==> src/rtl/main_fifo_ctrl_if.sv <==
// FIFO-side signal bundle between the main transmit FIFO, the four VC FIFOs and main_fifo_ctrl.
// master = controller side, slave = FIFO side.
interface main_fifo_ctrl_if #(
  parameter int CLASS_MSB = 5
);
  logic                 main_empty;
  logic                 main_full;
  logic                 main_almost_full;
  logic                 main_error;
  logic [CLASS_MSB:0]   main_data;
  logic [3:0]           vc_almost_full;
  logic [3:0]           vc_empty;
  logic [3:0]           vc_error;
  logic                 fifo_init;
  logic                 main_rd_enable;
  logic [3:0]           vc_push;

  modport master (
    input  main_empty, main_full, main_almost_full, main_error, main_data,
    input  vc_almost_full, vc_empty, vc_error,
    output fifo_init, main_rd_enable, vc_push
  );

  modport slave (
    output main_empty, main_full, main_almost_full, main_error, main_data,
    output vc_almost_full, vc_empty, vc_error,
    input  fifo_init, main_rd_enable, vc_push
  );
endinterface

==> src/rtl/main_fifo_ctrl.sv <==
// Main transmit FIFO controller: bring-up sequencing, threshold latching,
// pop scheduling into the four VC FIFOs and upstream pause.
//
// state  | meaning
// RESET  | just out of reset, FIFOs held cleared
// INIT   | FIFOs held cleared, thresholds tracking their inputs
// IDLE   | running, waiting for main FIFO data
// ACTIVE | popping main FIFO into VC FIFOs
// ERROR  | sticky fault, all traffic stopped until reset
module main_fifo_ctrl #(
  parameter int CLASS_MSB = 5,
  parameter int CNT_W     = 8
) (
  input  logic                  clk,
  input  logic                  reset,
  input  logic                  init,
  input  logic [3:0]            umbral_main_in,
  input  logic [3:0]            umbral_vc_in,
  main_fifo_ctrl_if.master      fifo,
  output logic [3:0]            umbral_main,
  output logic [3:0]            umbral_vc,
  output logic                  pause,
  output logic [2:0]            state,
  output logic                  idle,
  output logic                  error_out,
  output logic [CNT_W-1:0]      words_popped
);

  typedef enum logic [2:0] {
    ST_RESET  = 3'd0,
    ST_INIT   = 3'd1,
    ST_IDLE   = 3'd2,
    ST_ACTIVE = 3'd3,
    ST_ERROR  = 3'd4
  } state_e;

  state_e            state_q, state_d;
  logic [3:0]        umbral_main_q, umbral_main_d;
  logic [3:0]        umbral_vc_q, umbral_vc_d;
  logic [CNT_W-1:0]  words_popped_q, words_popped_d;
  logic              rd_d1_q, rd_d1_d;

  logic              err_cond;
  logic              rd_en;
  logic              all_empty;
  logic [1:0]        word_class;

  assign err_cond   = fifo.main_error | (|fifo.vc_error);
  assign all_empty  = fifo.main_empty & (&fifo.vc_empty);
  assign word_class = fifo.main_data[CLASS_MSB -: 2];

  always_ff @(posedge clk or negedge reset) begin
    if (!reset) begin
      state_q        <= ST_RESET;
      umbral_main_q  <= '0;
      umbral_vc_q    <= '0;
      words_popped_q <= '0;
      rd_d1_q        <= 1'b0;
    end else begin
      state_q        <= state_d;
      umbral_main_q  <= umbral_main_d;
      umbral_vc_q    <= umbral_vc_d;
      words_popped_q <= words_popped_d;
      rd_d1_q        <= rd_d1_d;
    end
  end

  always_comb begin
    state_d        = state_q;
    umbral_main_d  = umbral_main_q;
    umbral_vc_d    = umbral_vc_q;
    words_popped_d = words_popped_q;
    rd_en          = 1'b0;
    fifo.fifo_init = 1'b0;
    idle           = 1'b0;
    error_out      = 1'b0;
    pause          = 1'b0;

    case (state_q)
      ST_RESET: state_d = ST_INIT;
      ST_INIT: begin
        umbral_main_d  = umbral_main_in;
        umbral_vc_d    = umbral_vc_in;
        words_popped_d = '0;
        if (!init) state_d = ST_IDLE;
      end
      ST_IDLE: begin
        fifo.fifo_init = 1'b1;
        pause          = fifo.main_almost_full | fifo.main_full;
        idle           = all_empty;
        if (err_cond)             state_d = ST_ERROR;
        else if (init)            state_d = ST_INIT;
        else if (!fifo.main_empty) state_d = ST_ACTIVE;
      end
      ST_ACTIVE: begin
        fifo.fifo_init = 1'b1;
        pause          = fifo.main_almost_full | fifo.main_full;
        // Any VC near full stalls every read, whatever class sits at the head.
        rd_en          = !fifo.main_empty && !(|fifo.vc_almost_full) && !err_cond;
        if (err_cond)                   state_d = ST_ERROR;
        else if (all_empty && !rd_d1_q) state_d = ST_IDLE;
      end
      ST_ERROR: begin
        fifo.fifo_init = 1'b1;
        pause          = fifo.main_almost_full | fifo.main_full;
        error_out      = 1'b1;
      end
      default: state_d = ST_RESET;
    endcase

    if (rd_en) words_popped_d = words_popped_q + 1'b1;
    rd_d1_d = rd_en;
  end

  // The word read last cycle is on main_data now; drop it if a fault is present.
  always_comb begin
    fifo.vc_push = 4'b0000;
    if (rd_d1_q && (state_q != ST_ERROR) && !err_cond)
      fifo.vc_push = 4'b0001 << word_class;
  end

  assign fifo.main_rd_enable = rd_en;
  assign umbral_main         = umbral_main_q;
  assign umbral_vc           = umbral_vc_q;
  assign words_popped        = words_popped_q;
  assign state               = state_q;

endmodule

==> src/flat_wrapper.sv <==
// flat-port wrapper written by rule: the top's interface ports become plain ports
module main_fifo_ctrl_flat 
#(
  parameter int CLASS_MSB = 5,
  parameter int CNT_W     = 8
)
  (clk, reset, init, umbral_main_in, umbral_vc_in, umbral_main, umbral_vc, pause, state, idle, error_out, words_popped, fifo_main_empty, fifo_main_full, fifo_main_almost_full, fifo_main_error, fifo_main_data, fifo_vc_almost_full, fifo_vc_empty, fifo_vc_error, fifo_fifo_init, fifo_main_rd_enable, fifo_vc_push);
  main_fifo_ctrl_if #(.CLASS_MSB(CLASS_MSB)) fifo_i ();
  input  logic clk;
  input  logic reset;
  input  logic init;
  input  logic [3:0] umbral_main_in;
  input  logic [3:0] umbral_vc_in;
  output logic [3:0] umbral_main;
  output logic [3:0] umbral_vc;
  output logic pause;
  output logic [2:0] state;
  output logic idle;
  output logic error_out;
  output logic [CNT_W-1:0] words_popped;
  input wire logic [$bits(fifo_i.main_empty)-1:0] fifo_main_empty;
  input wire logic [$bits(fifo_i.main_full)-1:0] fifo_main_full;
  input wire logic [$bits(fifo_i.main_almost_full)-1:0] fifo_main_almost_full;
  input wire logic [$bits(fifo_i.main_error)-1:0] fifo_main_error;
  input wire logic [$bits(fifo_i.main_data)-1:0] fifo_main_data;
  input wire logic [$bits(fifo_i.vc_almost_full)-1:0] fifo_vc_almost_full;
  input wire logic [$bits(fifo_i.vc_empty)-1:0] fifo_vc_empty;
  input wire logic [$bits(fifo_i.vc_error)-1:0] fifo_vc_error;
  output wire logic [$bits(fifo_i.fifo_init)-1:0] fifo_fifo_init;
  output wire logic [$bits(fifo_i.main_rd_enable)-1:0] fifo_main_rd_enable;
  output wire logic [$bits(fifo_i.vc_push)-1:0] fifo_vc_push;
  assign fifo_i.main_empty = fifo_main_empty;
  assign fifo_i.main_full = fifo_main_full;
  assign fifo_i.main_almost_full = fifo_main_almost_full;
  assign fifo_i.main_error = fifo_main_error;
  assign fifo_i.main_data = fifo_main_data;
  assign fifo_i.vc_almost_full = fifo_vc_almost_full;
  assign fifo_i.vc_empty = fifo_vc_empty;
  assign fifo_i.vc_error = fifo_vc_error;
  assign fifo_fifo_init = fifo_i.fifo_init;
  assign fifo_main_rd_enable = fifo_i.main_rd_enable;
  assign fifo_vc_push = fifo_i.vc_push;
  main_fifo_ctrl #(.CLASS_MSB(CLASS_MSB), .CNT_W(CNT_W)) u_core (.clk(clk), .reset(reset), .init(init), .umbral_main_in(umbral_main_in), .umbral_vc_in(umbral_vc_in), .fifo(fifo_i), .umbral_main(umbral_main), .umbral_vc(umbral_vc), .pause(pause), .state(state), .idle(idle), .error_out(error_out), .words_popped(words_popped));
endmodule
==> config.mk <==
export PLATFORM = sky130hd
export DESIGN_NAME = main_fifo_ctrl_flat
export DESIGN_NICKNAME = d
export VERILOG_FILES = /design/src/rtl/main_fifo_ctrl_if.sv /design/src/rtl/main_fifo_ctrl.sv /design/src/flat_wrapper.sv
export SDC_FILE = /design/constraint.sdc
export NUM_CORES = 1
export LEC_CHECK = 0
export ABC_AREA = 1
export ABC_CLOCK_PERIOD_IN_PS = 3400
export CORE_ASPECT_RATIO = 0.6
export CORE_MARGIN = 4
export CORE_UTILIZATION = 41
export DETAILED_ROUTE_END_ITERATION = 6
export PLACE_DENSITY = 0.81
export SLEW_MARGIN = 20
export SYNTH_ARGS = -nofsm -noshare
export SYNTH_HDL_FRONTEND = slang
export SYNTH_SLANG_ARGS = --single-unit
==> constraint.sdc <==
create_clock -name clk -period 3.4 [get_ports clk]
set_clock_uncertainty 0.05 [all_clocks]
set_input_delay 0.34 -clock clk [delete_from_list [all_inputs] [get_ports clk]]
set_output_delay 0.34 -clock clk [all_outputs]
set_load 0.02 [all_outputs]
==> results of run 1 <==
cell families after synthesis:
group                    synth area share, %
flip-flops                             44.59
AND/OR/NAND/NOR                        36.57
XOR/XNOR                               1.561
AO/OA/AOI/OAI                          7.581
adder cells (fa/ha/maj)                1.115
buffers and inverters                  8.584
state kept, by name, indices dropped and copies added, names as in the netlist:
signal,cells
u_core.state,3
u_core.umbral_vc,4
u_core.rd_d1_q,1
u_core.words_popped,8
u_core.umbral_main,4
power groups by stage:
stage / clock network, mW / logic (mW) / registers [mW]
final: 0.236 / 0.0470 / 0.238
after global routing: 0.251 / 0.0514 / 0.238
after CTS: 0.238 / 0.0478 / 0.238
after detailed placement: 0 / 0.0470 / 0.242
after global placement: 0 / 0.0458 / 0.242
after floorplan: 0 / 0.00693 / 0.243
tightest hold or removal path: cells and delay by family (launching register included):
family / cells / cell delay, ps
simple gates: 2 / 110
flops: 1 / 350
worst max-delay path by stage:
stage	startpoint	end	slack (ps)	depth (start not counted)
after floorplan	u_core.state[1]	idle	1620	4
after global placement	fifo_vc_error[3]	fifo_vc_push[0]	930	7
after detailed placement	fifo_vc_error[1]	fifo_vc_push[1]	830	7
after CTS	fifo_vc_error[1]	fifo_vc_push[1]	820	7
after global routing	fifo_vc_error[1]	fifo_vc_push[1]	670	7
final	fifo_vc_error[1]	fifo_vc_push[1]	750	7
routing by layer:
metal  routed length [um]  track usage, %
met5                    0               0
met4                   87           8.430
met3                  396           6.198
met2                 1614           31.81
met1                 1313           21.55
through the flow:
stage	util [%]	setup slack, ps	cell area (sq um)	total power, mW	hold WS [ps]
floorplan	-	1625	1122	0.2495	-5.591
global route	69.96	668.2	1789	0.5399	455.4
detailed placement	67.17	834.3	1718	0.2895	418.5
finish	69.96	750.0	1789	0.5213	437.8
CTS	69.96	824.9	1789	0.5237	441.2
global placement	67.17	926.4	1718	0.2882	411.2
layout by cell type, fill, tap and decap left out:
cell | Yosys | routed
nor4_1 | 1 | 1
clkbuf_8 | 0 | 3
inv_2 | 2 | 2
o21ai_0 | 3 | 3
nor2_2 | 1 | 1
xnor2_1 | 1 | 1
ha_1 | 1 | 1
o21ai_1 | 2 | 2
nand2_1 | 47 | 47
nor2_1 | 10 | 10
o21a_1 | 1 | 1
o22ai_1 | 2 | 2
nand4_1 | 2 | 2
o21ai_2 | 3 | 3
clkinv_4 | 1 | 1
a21oi_2 | 1 | 1
bufinv_16 | 0 | 1
nor3_1 | 6 | 6
nand2_4 | 2 | 2
nand3_1 | 15 | 15
xor2_1 | 1 | 1
nor2_4 | 2 | 2
nand2_2 | 1 | 1
dfrtp_1 | 20 | 20
nand3b_1 | 2 | 2
inv_1 | 20 | 20
clkdlybuf4s50_1 | 0 | 56
a21oi_1 | 1 | 1
layout make-up:
type | instances | area, sq um | share of cell area, %
inverters | 23 | 91.34 | 5.105
well taps | 32 | 40.04 | 2.238
clock buffers | 3 | 41.29 | 2.308
clock inverters | 1 | 30.03 | 1.678
multi-input cells | 105 | 525.5 | 29.37
flip-flops and latches | 20 | 500.5 | 27.97
repair buffers | 56 | 560.5 | 31.33
==> impl_metrics.tcl, run 1 <==
set metrics [dict create \
    grt_pass1_wl_um 5306 \
    intPower_mw 0.4261 \
    stdcell_count 240 \
    grt_pass1_vias 1201 \
    dpl.hpwl_um 2464 \
    p_leak_nw 0.8220 \
    finalCritPeriodShare_pct 77.94 \
    fillers 203 \
    clk_path_buf_depth 2 \
    status "finished clean" \
    ys_seq_area_share_pct 44.59 \
    max_clock_freq_mhz 377.4 \
    start_kind "input port" \
    synth_cells 149 \
    synth-seq-cells 20 \
    first_pass_iters 4 \
    worstSetupPathType "input port to output port" \
    timing.rr.start "u_core.state[2]" \
    drtAntennaViolNets 0 \
    ctsHoldBuffers 0 \
    placed_cells 236 \
    htree_levels 1 \
    synth.most_common_cell "nand2_1" \
    path_max_fanout 5 \
    r2r-end "u_core.state[0]" \
    synth_warnings 0 \
    ios 61 \
    core-area_sq_mm 0.002557 \
    switching_share_pct 18.25 \
    routed_wl_um 3411 \
    relSlewSlack_pct 42.26 \
    gp_congestion 0.8277 \
    portBuffers 56 \
    syn_area_per_cell_sq_um 7.532 \
    cap_violations 0 \
    post_cts_resized 0 \
    routed_via_density 5.108 \
    synth_cell_types 26 \
    synth_edf_count 0 \
    n_antenna_cell 0 \
    cpMaxStageDelayCell "clkdlybuf4s50_1" \
    antenna_found_initial 0 \
    yosysTopAreaCell "dfrtp_1" \
    synthesis.nets 183 \
    combPwrFrac_pct 9.0 \
    setup_viol 0 \
    crit_family "buffers and inverters" \
    cp.arrival_ps 2260 \
    die_area_sq_mm 0.003666 \
    initialDrtViolationCount 72 \
    min-delay-start "u_core.umbral_vc[3]" \
    postCtsSetupRepairBufs 0 \
    p_clk_share_pct 45.4 \
    slew_viol_final 0 \
    netlist_top_cells_area "dfrtp_1, nand2_1, inv_1, nand3_1, nor2_1" \
    required_ps 3010 \
    grt_start_max_net_pins 21 \
    tns_ps 0 \
    r2r_cells 6 \
    syn_to_final_growth_pct 59.42 \
    row_count 14 \
    layout_min_cycle_time_ps 2650 \
    rsz0062_at_grt "false" \
    hold_depth 2 \
    max_stage_delay_ps 680 \
    yosysTopAreaCellShare_pct 44.59 \
    drcViolationCount 0 \
    nets 243 \
    crit_chain "clkdlybuf4s50_1 > nor2_1 > nand3_1 > inv_1 > nand3_1 > nor3_1 > clkdlybuf4s50_1" \
    grt_overflow 0 \
    drive_above_1_share_pct 8.173 \
    grt_use_total_pct 18.95 \
    r2r_setup_slack_ps 1760 \
    start_util_pct 43.88 \
    endpoint_kind "output port" \
    synth_commonest_cells "nand2_1, dfrtp_1, inv_1" \
    synth_area_sq_mm 0.001122 \
    hold_end "u_core.umbral_vc[3]" \
    cts.clk_slew.worst_paths_ps 70 \
    insertion_delay_ps 260 \
    fp.dieW_um 75.55 \
    power.switching_mw 0.09516 \
    pwr-share-seq_pct 45.6 \
    synth_ff_type "dfrtp_1" \
    power.density_mw_per_mm2 291.4 \
    ir_drop_mv 0.2580 \
    numCtsBuffers 3 \
    wire_per_inst_um 14.21 \
    async_flop_share_pct 100.0 \
    critPathBufInv 3 \
    cts_root_buf "clkbuf_8" \
    die_h_um 48.53 \
    hold_viol 0 \
    worstMarginPinSlew_ps 863.3 \
    hp-class "flip-flop to flip-flop" \
    clock_sinks 20 \
    vias 1226 \
    cts_tree "built" \
]
(Power assumes the default switching activity.)
==> run 2, diff against run 1 <==
--- a/config.mk
+++ b/config.mk
@@ -6,12 +6,12 @@
 export NUM_CORES = 1
 export LEC_CHECK = 0
 export ABC_AREA = 1
-export ABC_CLOCK_PERIOD_IN_PS = 3400
+export ABC_CLOCK_PERIOD_IN_PS = 2600
 export CORE_ASPECT_RATIO = 0.6
 export CORE_MARGIN = 4
-export CORE_UTILIZATION = 41
+export CORE_UTILIZATION = 38
 export DETAILED_ROUTE_END_ITERATION = 6
-export PLACE_DENSITY = 0.81
+export PLACE_DENSITY = 0.76
 export SLEW_MARGIN = 20
 export SYNTH_ARGS = -nofsm -noshare
 export SYNTH_HDL_FRONTEND = slang
==> constraint.sdc (replaced) <==
create_clock -name clk -period 2.6 [get_ports clk]
set_clock_uncertainty 0.05 [all_clocks]
set_input_delay 0.26 -clock clk [delete_from_list [all_inputs] [get_ports clk]]
set_output_delay 0.26 -clock clk [all_outputs]
set_load 0.02 [all_outputs]
==> run 2 against run 1 <==
Die area rose by 6.8%. Global-route usage fell by 2.4 points. Non-clock buffer count rose by 1. Sequential cell count did not move. Register-to-register slack got worse by 780 ps. Highest routed layer unchanged. Sequential power rose by 31%. Combinational power rose by 33%. Via count fell by 4.6%.
==> impl_metrics.tcl, run 2 (synthesis gave the netlist of run 1 again) <==
set metrics [dict create \
    status "finished clean" \
    met2_length_um 1433 \
    timing.rr.start "u_core.state[2]" \
    drcViolationCount 0 \
    r2r_cells 7 \
    ff_latch_area_sq_um 500.5 \
    relSlewSlack_pct 67.00 \
    layout_min_cycle_time_ps 2374 \
    grt_overflow 0 \
    multi_input_area_sq_um 525.5 \
    clk_path_buf_depth 2 \
    p_leak_nw 0.8455 \
    tns_ps 0 \
    layout_common_cells "clkdlybuf4s50_1, nand2_1, inv_1, dfrtp_1, nand3_1" \
    max_clock_freq_mhz 421.3 \
    row_count 14 \
    first_pass_iters 5 \
    path_max_fanout 5 \
    intPower_mw 0.5582 \
    pwr-share-seq_pct 45.4 \
    switching_share_pct 18.45 \
    fillers 226 \
    finalPower_mw 0.6845 \
    cts.clk_slew.worst_paths_ps 80 \
    fp.dieW_um 78.16 \
    worst_slack_ps 226.2 \
    grt_start_max_net_pins 21 \
    ir_drop_mv 0.2169 \
    postCtsSetupRepairBufs 0 \
    endpoint_kind "output port" \
    vias 1170 \
    stdcell_count 249 \
    nets 244 \
    finalCritPeriodShare_pct 91.30 \
    gp_congestion 0.7931 \
    slew_viol_final 0 \
    required_ps 2290 \
    start_kind "input port" \
    grt_pass1_wl_um 5078 \
    cp.arrival_ps 2060 \
    htree_levels 1 \
    met3WireLength_um 283 \
    final_common_cell "clkdlybuf4s50_1" \
    setup_viol 0 \
    clock_sinks 20 \
    die_h_um 50.10 \
    wl_met1_um 1380 \
    initialDrtViolationCount 75 \
    placed_cells 245 \
    r2r_setup_slack_ps 980 \
    cts_root_buf "clkbuf_8" \
    wire_per_inst_um 12.53 \
    hold_viol 0 \
    drive_above_1_share_pct 8.612 \
    largest_register_ffs 8 \
    portBuffers 56 \
    insertion_delay_ps 260 \
    dpl.hpwl_um 2455 \
    routed_wl_um 3120 \
    dp_slack_ps 152.7 \
    drtAntennaViolNets 0 \
    die_area_sq_mm 0.003915 \
    ios 61 \
    power.switching_mw 0.1263 \
    numCtsBuffers 3 \
    worstSetupPathType "input port to output port" \
    grt_pass1_vias 1089 \
    power.density_mw_per_mm2 378.3 \
    cap_violations 0 \
    r2r-end "u_core.state[1]" \
    post-route-util_pct 67.95 \
    syn_to_final_growth_pct 61.20 \
    start_util_pct 42.15 \
    top_layer "met4" \
    combPwrFrac_pct 9.1 \
    p_clk_share_pct 45.5 \
    grt_use_total_pct 16.58 \
    core-area_sq_mm 0.002663 \
    antenna_found_initial 0 \
    rsz0062_at_grt "false" \
    cts_tree "built" \
    worstMarginPinSlew_ps 493.7 \
    hp-class "input port to asynchronous set/reset pin" \
    n_antenna_cell 0 \
    routed_via_density 4.699 \
]
## run 2: stage by stage
| step | cell area (sq um) | hold slack [ps] |
|---|---|---|
| 2_1_floorplan | 1122 | -85.59 |
| 3_3_place_gp | 1735 | 412.9 |
| 3_5_place_dp | 1735 | 419.0 |
| 4_1_cts | 1807 | 284.2 |
| 5_1_grt | 1809 | 321.3 |
| 6_report | 1809 | 279.0 |
## run 2: worst max-delay path by stage
stage / start / endpoint / slack (ps) / depth (start not counted)
2_1_floorplan: u_core.state[1] / idle / 900 / 4
3_3_place_gp: fifo_vc_error[3] / fifo_vc_push[3] / 280 / 7
3_5_place_dp: fifo_vc_error[3] / fifo_vc_push[0] / 150 / 7
4_1_cts: fifo_vc_error[3] / fifo_vc_push[0] / 150 / 7
5_1_grt: fifo_vc_error[3] / fifo_vc_push[3] / 110 / 7
6_report: fifo_vc_error[1] / fifo_vc_push[1] / 230 / 7
## run 2: power groups by stage
stage                     registers [mW]  clock network, mW  logic [mW]
final                              0.311              0.311      0.0624
after global routing               0.311              0.336      0.0686
after CTS                          0.311              0.318      0.0630
after detailed placement           0.317                  0      0.0625
after global placement             0.317                  0      0.0611
after floorplan                    0.317                  0     0.00906
## run 2: layer usage
layer | vias to the layer above | track usage [%]
met1 | 514 | 20.56
li1 | 591 | -
met3 | 7 | 5.818
met2 | 58 | 28.41
met4 | 0 | 2.616
met5 | - | 0
## run 2: final cells by class
class                           count  share of cell area [%]
Timing Repair Buffer               57                   31.54
Multi-Input combinational cell    105                   29.05
Sequential cell                    20                   27.66
Inverter                           23                   5.048
Tap cell                           40                   2.766
Clock buffer                        3                   2.282
Clock inverter                      1                   1.660
## run 2: repair_timing
action	in CTS	in global routing
endpoints found under the setup margin	0	1
hold buffers	0	0
resized for setup	0	1
## run 2: worst max-delay path: stages
cell and delay (ps):
clkdlybuf4s50_1 400, nor2_1 100, nand3_1 210, inv_1 130, nand3_1 140, nor3_1 180, clkdlybuf4s50_1 640
==> run 3, diff against run 2 <==
--- a/config.mk
+++ b/config.mk
@@ -6,12 +6,12 @@
 export NUM_CORES = 1
 export LEC_CHECK = 0
 export ABC_AREA = 1
-export ABC_CLOCK_PERIOD_IN_PS = 2600
+export ABC_CLOCK_PERIOD_IN_PS = 3000
 export CORE_ASPECT_RATIO = 0.6
 export CORE_MARGIN = 4
-export CORE_UTILIZATION = 38
+export CORE_UTILIZATION = 41
 export DETAILED_ROUTE_END_ITERATION = 6
-export PLACE_DENSITY = 0.76
+export PLACE_DENSITY = 0.81
 export SLEW_MARGIN = 20
 export SYNTH_ARGS = -nofsm -noshare
 export SYNTH_HDL_FRONTEND = slang
==> constraint.sdc (replaced) <==
create_clock -name clk -period 3 [get_ports clk]
set_clock_uncertainty 0.05 [all_clocks]
set_input_delay 0.3 -clock clk [delete_from_list [all_inputs] [get_ports clk]]
set_output_delay 0.3 -clock clk [all_outputs]
set_load 0.02 [all_outputs]
==> run 3 against run 2 <==
Core utilization increased by 2.0 points. Die area fell by 6.4%. Combinational power fell by 15%. Worst hold slack better by 160 ps. Critical path depth is the same. Final cell count decreased by 3.6%. Worst setup slack improved by 250 ps. Sequential power down 14%. First-iteration DRC count increased by 72%. Largest cell class unchanged. Largest power group is now the clock network. Highest routed layer unchanged.
==> impl_metrics.tcl, run 3 (synthesis gave the netlist of run 1 again) <==
set metrics [dict create \
    post-route-util_pct 69.96 \
    layout_min_cycle_time_ps 2526 \
    worstSetupPathType "input port to output port" \
    finalCritPeriodShare_pct 84.19 \
    met3WireLength_um 428 \
    portBuffers 56 \
    ios 61 \
    setup_viol 0 \
    clk_path_buf_depth 2 \
    ff_latch_area_sq_um 500.5 \
    rsz0062_at_grt "false" \
    multi_input_area_sq_um 525.5 \
    die_area_sq_mm 0.003666 \
    insertion_delay_ps 260 \
    postPlaceCellArea_sq_mm 0.001718 \
    fp.dieW_um 75.55 \
    endpoint_kind "output port" \
    initialDrtViolationCount 129 \
    relSlewSlack_pct 40.18 \
    row_count 14 \
    path_max_fanout 5 \
    start_kind "input port" \
    cp.arrival_ps 2180 \
    grt_pass1_vias 1199 \
    timing.hold.ws_ps 440.2 \
    grt_start_max_net_pins 21 \
    power.density_mw_per_mm2 331.4 \
    core-area_sq_mm 0.002557 \
    first_pass_iters 4 \
    met2_length_um 1488 \
    cts_root_buf "clkbuf_8" \
    final_common_cell "clkdlybuf4s50_1" \
    required_ps 2650 \
    clock_sinks 20 \
    final_area_sq_mm 0.001789 \
    cpMaxStageDelayCell "clkdlybuf4s50_1" \
    grt_pass1_wl_um 5306 \
    top_layer "met4" \
    finalPower_mw 0.5930 \
    max_clock_freq_mhz 395.9 \
    gp_congestion 0.8277 \
    numCtsBuffers 3 \
    worst_slack_ps 474.3 \
    nets 243 \
    crit_chain "clkdlybuf4s50_1 > nor2_1 > nand3_1 > inv_1 > nand3_1 > nor3_1 > clkdlybuf4s50_1" \
    htree_levels 1 \
    vias 1248 \
    drcViolationCount 0 \
    hp-class "flip-flop to flip-flop" \
    largest_register_ffs 8 \
    fillers 196 \
    cts.clk_slew.worst_paths_ps 70 \
    hold_viol 0 \
    placed_cells 236 \
    wire_per_inst_um 13.75 \
    syn_to_final_growth_pct 59.42 \
    dpl.hpwl_um 2501 \
    status "finished clean" \
    p_leak_nw 0.8220 \
    ctsHoldBuffers 0 \
    routed_wl_um 3300 \
    wl_met1_um 1277 \
    grt_use_total_pct 19.15 \
    drive_above_1_share_pct 8.173 \
    hold_depth 2 \
    slew_viol_final 0 \
    ir_drop_mv 0.2530 \
    stdcell_count 240 \
    antenna_found_initial 0 \
    dp_slack_ps 490.7 \
    worstMarginPinSlew_ps 894.5 \
    r2r_cells 6 \
    max_stage_delay_ps 670 \
    n_antenna_cell 0 \
    die_h_um 48.53 \
    routed_via_density 5.200 \
    layout_common_cells "clkdlybuf4s50_1, nand2_1, inv_1, dfrtp_1, nand3_1" \
    tns_ps 0 \
    start_util_pct 43.88 \
    cts_tree "built" \
    post_cts_resized 0 \
    cap_violations 0 \
    postCtsSetupRepairBufs 0 \
    grt_overflow 0 \
    drtAntennaViolNets 0 \
]
## run 3: cell types whose count changed in the layout (fill, tap and decap cells not counted), sizes merged
| cell | delta |
|---|---|
| buf | -1 |
| clkdlybuf4s50 | +1 |
| dlymetal6s2s | -1 |
## run 3: power breakdown
| part | total, mW | switching [mW] | internal (mW) |
|---|---|---|---|
| sequential | 0.269 | 0.0000682 | 0.269 |
| clock | 0.270 | 0.0923 | 0.178 |
| combinational | 0.0531 | 0.0177 | 0.0354 |
| total | 0.593 | 0.110 | 0.483 |
## run 3: worst paths after layout
check                      slack (ps)                endpoint             startpoint
max in group asynchronous        1860   u_core.umbral_main[1]                  reset
min in group asynchronous         490  u_core.words_popped[3]                  reset
max                               470         fifo_vc_push[1]       fifo_vc_error[3]
min reg2reg                       440   u_core.umbral_main[2]  u_core.umbral_main[2]
min                               440   u_core.umbral_main[2]  u_core.umbral_main[2]
max reg2reg                      1350         u_core.state[1]        u_core.state[2]
## run 3: cell type report
type	instances	area share, %
Timing Repair Buffer	56	31.33
Multi-Input combinational cell	105	29.37
Sequential cell	20	27.97
Inverter	23	5.105
Clock buffer	3	2.308
Tap cell	32	2.238
Clock inverter	1	1.678
## run 3: worst max-delay path: cells and delay by family
family	cells	cell delay, ps
buffers and inverters	3	1200
and+or+nand+nor	4	670
## run 3: metal layers
layer,vias to the layer above,track usage (%)
li1,593,-
met1,566,22.16
met2,75,30.52
met3,14,7.645
met4,0,9.012
met5,-,0
